==> src/rtl/alu_share_arbiter.sv <==
// Round-robin arbiter sharing one external combinational ALU between two requesters.
// Optional per-port completion counters (cnt0/cnt1) when ALU_ARB_STATS_EN is defined.
module alu_share_arbiter #(
  parameter int unsigned ALU_LAT = 1
) (
  input  logic        clk,
  input  logic        rst,
  input  logic        req0_valid,
  output logic        req0_ready,
  input  logic [15:0] req0_a,
  input  logic [15:0] req0_b,
  input  logic        req0_cin,
  input  logic [2:0]  req0_opc,
  input  logic        req1_valid,
  output logic        req1_ready,
  input  logic [15:0] req1_a,
  input  logic [15:0] req1_b,
  input  logic        req1_cin,
  input  logic [2:0]  req1_opc,
  output logic        rsp0_valid,
  input  logic        rsp0_ready,
  output logic        rsp1_valid,
  input  logic        rsp1_ready,
  output logic [15:0] rsp_w,
  output logic [1:0]  rsp_f,
  output logic [15:0] alu_a,
  output logic [15:0] alu_b,
  output logic        alu_cin,
  output logic [2:0]  alu_opc,
  input  logic [15:0] alu_w,
  input  logic [1:0]  alu_f,
`ifdef ALU_ARB_STATS_EN
  output logic [15:0] cnt0,
  output logic [15:0] cnt1,
`endif
  output logic        busy
);

  localparam int unsigned CW = 4;

  typedef enum logic [1:0] {IDLE = 2'd0, EXEC = 2'd1, RESP = 2'd2} state_t;

  state_t          state;
  state_t          state_nxt;
  logic            ptr;
  logic            gnt;
  logic [CW-1:0]   cnt;
  logic            sel;
  logic            accept;
  logic            capture;
  logic            done;

  // State register
  always_ff @(posedge clk or posedge rst) begin
    if (rst) state <= IDLE;
    else     state <= state_nxt;
  end

  // Next-state logic
  always_comb begin
    state_nxt = state;
    case (state)
      IDLE:    if (accept)  state_nxt = EXEC;
      EXEC:    if (capture) state_nxt = RESP;
      RESP:    if (done)    state_nxt = IDLE;
      default:              state_nxt = IDLE;
    endcase
  end

  // Grant, ready and per-state strobes; ptr names the preferred port on contention
  always_comb begin
    req0_ready = 1'b0;
    req1_ready = 1'b0;
    sel        = ptr;
    accept     = 1'b0;
    capture    = 1'b0;
    done       = 1'b0;
    case (state)
      IDLE: if (!rst) begin
        sel        = (req0_valid && req1_valid) ? ptr : req1_valid;
        accept     = req0_valid | req1_valid;
        req0_ready = accept & ~sel;
        req1_ready = accept & sel;
      end
      EXEC:    capture = (cnt == '0);
      RESP:    done    = gnt ? rsp1_ready : rsp0_ready;
      default: ;
    endcase
  end

  // Operand drive, latency counter, result capture and registered status
  always_ff @(posedge clk or posedge rst) begin
    if (rst) begin
      gnt        <= 1'b0;
      ptr        <= 1'b0;
      cnt        <= '0;
      alu_a      <= '0;
      alu_b      <= '0;
      alu_cin    <= 1'b0;
      alu_opc    <= '0;
      rsp_w      <= '0;
      rsp_f      <= '0;
      rsp0_valid <= 1'b0;
      rsp1_valid <= 1'b0;
      busy       <= 1'b0;
    end else begin
      if (accept) begin
        gnt     <= sel;
        cnt     <= CW'(ALU_LAT - 1);
        alu_a   <= sel ? req1_a   : req0_a;
        alu_b   <= sel ? req1_b   : req0_b;
        alu_cin <= sel ? req1_cin : req0_cin;
        alu_opc <= sel ? req1_opc : req0_opc;
      end else if (state == EXEC && !capture) begin
        cnt <= cnt - CW'(1);
      end
      if (capture) begin
        rsp_w <= alu_w;
        rsp_f <= alu_f;
      end
      if (done) ptr <= ~gnt;
      rsp0_valid <= (state_nxt == RESP) && !gnt;
      rsp1_valid <= (state_nxt == RESP) && gnt;
      busy       <= (state_nxt != IDLE);
    end
  end

`ifdef ALU_ARB_STATS_EN
  // Saturating completed-response counters
  always_ff @(posedge clk or posedge rst) begin
    if (rst) begin
      cnt0 <= '0;
      cnt1 <= '0;
    end else if (done) begin
      if (!gnt && cnt0 != 16'hFFFF) cnt0 <= cnt0 + 16'd1;
      if (gnt  && cnt1 != 16'hFFFF) cnt1 <= cnt1 + 16'd1;
    end
  end
`endif

endmodule

==> config.mk <==
export PLATFORM = sky130hd
export DESIGN_NAME = alu_share_arbiter
export DESIGN_NICKNAME = d
export VERILOG_FILES = /design/src/rtl/alu_share_arbiter.sv
export SDC_FILE = /design/constraint.sdc
export NUM_CORES = 1
export LEC_CHECK = 0
export ABC_AREA = 1
export CAP_MARGIN = 5
export CORE_MARGIN = 8
export CORE_UTILIZATION = 42
export CTS_CLUSTER_SIZE = 10
export DETAILED_ROUTE_END_ITERATION = 10
export PLACE_DENSITY_LB_ADDON = 0.3
export SETUP_SLACK_MARGIN = 0.4
export SYNTH_ARGS = -nofsm -noshare
export SYNTH_HDL_FRONTEND = slang
export SYNTH_SLANG_ARGS = --single-unit
==> constraint.sdc <==
create_clock -name clk -period 3.6 [get_ports clk]
set_input_delay 0.54 -clock clk [delete_from_list [all_inputs] [get_ports clk]]
set_output_delay 0.54 -clock clk [all_outputs]
set_load 0.01 [all_outputs]
==> out/qor.yml <==
outcome:
  outcome: "finished clean"
setup_path:
  crit_path_top_delay_cell: "clkdlybuf4s50_1"
  path_class: "input port to output port"
  r2r_start: "state[0]"
  crit_arrival_ns: 1.99
  cp-start-kind: "input port"
  cp.required_ns: 3.06
  r2r_end: "alu_b[12]"
  crit_path_end_kind: "output port"
  cp_common_cell: "clkdlybuf4s50_1"
  r2r_setup_slack_ns: 1.49
  rr_worst_depth: 8
  critPathMaxStageDelay_ns: 0.58
  crit_fanout: 3
  cp_cell_sequence: "clkdlybuf4s50_1 -> inv_1 -> nand2_1 -> nand2_2 -> nor2_1 -> clkdlybuf4s50_1"
sta:
  worst_pin_slew_ns: 0.810
  finalHoldViolations: 0
  finalSetupViolCount: 0
  fin_crit_sh: 0.703
  timing.final.ws_setup_ns: 1.07
  rsz0062_at_grt: "false"
  fmax_mhz: 395
  hold-worst-slack_ns: 0.473
  slew_headroom: 0.460
  min_period_ns: 2.53
  slew_violations: 0
  finalSetupTns_ns: 0
  skew_ns: 0.0114
final_layout:
  final_cells: 703
  fillerInstances: 654
  syn2layout_area_growth_pct: 52.9
  layout-drive-gt1-share: 0.0799
  ff_latch_area_um2: 1630
  multi_input_area_um2: 1270
  finalNetCount: 693
  diodes: 0
synthesis:
  avgSynthCellArea_um2: 7.52
  synth-edff-count: 0
  ys_ff_latch: 65
  yosysTopAreaCellShare: 0.485
  ys_seq_area_frac: 0.485
  postSynth.asyncResetShare: 1.00
  synth_simple_gate_area_frac: 0.357
  yosys.cell_types.count: 23
  synthTopCellsByArea: "dfrtp_1 49%, nand2_1 19%, nand3_1 9.3%, inv_1 9.2%, nand3_2 4.5%"
  yosys-top-cells-count: "172 x nand2_1, 82 x inv_1, 65 x dfrtp_1"
  syn_inst: 446
  ys.flop_type: "dfrtp_1"
  synthMuxAreaShare: 0
  synth_top_cell_by_area: "dfrtp_1"
  yosysWarnings: 0
  synth_fa_ha_area_frac: 0.00373
  synth_top_family_by_area: "simple AND/OR/NAND/NOR gates"
  synth-compound-area-share: 0.0183
  synthXorXnorAreaFrac: 0
  yosys.cell_count.top_type: "nand2_1"
  synth_area_um2: 3350
  synth_nets: 543
detailed_routing:
  routedWlPerCell_um: 13.8
  via_per_inst: 4.60
  drc_errors: 0
  wl_mm: 9.69
  dr.pass1.iters: 4
  vias: 3234
  first_iter_violations: 137
  ant_nets: 0
global_route:
  gr-total-overflow: 0
  grt_max_degree: 66
  grt.total_usage: 0.178
  grt_pass1_wl_mm: 16.1
  grt_pass1_vias: 3323
  antenna_found_initial: 0
die:
  start_util: 0.434
  chipHeight_um: 105
  fp.coreArea_um2: 7730
  die-area_um2: 11100
  rows: 32
  top_level_ports: 155
  die_x_um: 105
power:
  total_leakage_power_nw: 2.71
  p_sw_w: 0.00138
  p_clk_frac: 0.167
  switching_share: 0.379
  pwr-share-comb: 0.493
  power_density_nw_per_um2: 711
  peakVddDrop_uv: 312
  seqPwrFrac: 0.340
  power_w: 0.00364
  p_int_w: 0.00226
cts:
  clk_pin_slew_ns: 0.07
  h-tree-depth: 3
  cts-root-buf: "clkbuf_8"
  clock_sinks: 65
  post-cts-setup-buffers: 0
  post_cts_resized: 0
  max-clock-path-buffers: 2
  cts_tree: "yes"
  clk_latency_ns: 0.34
  cts-buffers-inserted: 9
  hold_buffers: 0
place:
  post-place-cells: 687
  portBuffers: 154
  place.gp.congestion: 0.722
  pre_cts_slack_ns: 0.885
  hpwlAfterDp_mm: 7.14
hold_path:
  hold_depth: 2
  min_to: "rsp_w[10]"
  min_path_type: "register to register"
  hp-start: "rsp_w[10]"
run:
  max-cap-violations: 0
[cells in the final DEF, fill, tap and decap left out]
cell             count
nand2_1            172
clkdlybuf4s50_1    154
inv_1               82
dfrtp_1             65
nand3_1             62
nand3_2             15
clkbuf_8             9
nor2_1               7
buf_4                5
inv_2                4
nand2_2              3
clkinv_2             3
o21ai_0              3
a31oi_1              3
clkinvlp_4           3
nand2_4              2
nor2_4               1
o21ai_4              1
o22ai_1              1
nand4_1              1
a21oi_1              1
nor3_1               1
ha_1                 1
clkinv_4             1
bufinv_16            1
[worst max-delay path by stage]
stage               startpoint         end  cells after the start
global route               rst  req0_ready                      7
detailed placement         rst   alu_b[12]                      9
finish              req0_valid  req0_ready                      6
CTS                 req0_valid  req0_ready                      6
floorplan                  rst  req0_ready                      6
global placement           rst  alu_opc[2]                      9
[cell type report]
type	count	share of cell area
Timing Repair Buffer	159	0.308
Tap cell	102	0.0249
Inverter	87	0.0639
Multi-Input combinational cell	274	0.248
Sequential cell	65	0.317
Clock inverter	7	0.0139
Clock buffer	9	0.0242
[routing by layer]
layer	routed length, um	GRT usage
met1	4240	0.219
met3	1010	0.0810
met4	118	0.0561
met5	0	0
met2	4330	0.273
[power groups by stage]
stage | Combinational (W) | Clock [W] | Sequential (W)
2_1_floorplan | 0.000763 | 0 | 0.00139
3_3_place_gp | 0.00179 | 0 | 0.00124
3_5_place_dp | 0.00182 | 0 | 0.00125
4_1_cts | 0.00183 | 0.000620 | 0.00124
5_1_grt | 0.00198 | 0.000656 | 0.00128
6_report | 0.00180 | 0.000607 | 0.00124
[state kept, by name, summed over array words and instances, names as in the netlist]
register,flops
alu_a,16
alu_cin,1
state,2
alu_b,16
rsp_w,16
rsp1_valid,1
alu_opc,3
rsp_f,2
busy,1
rsp0_valid,1
ptr,1
cnt,4
gnt,1
[critical path, delay by kind of cell]
kind                   cells  cell delay, ns
buffers and inverters      3            1.18
and+or+nand+nor            3            0.27
[cells by family after synthesis]
family,after synthesis
AO/OA/AOI/OAI,9
adder cells (fa/ha/maj),1
buffers and inverters,107
flip-flops,65
AND/OR/NAND/NOR,264
[stage by stage]
step | instance area, um2 | utilization
floorplan | 3350 | -
global placement | 4930 | 0.638
detailed placement | 4930 | 0.638
CTS | 5130 | 0.663
global route | 5130 | 0.663
finish | 5130 | 0.663
(Power assumes the default switching activity.)
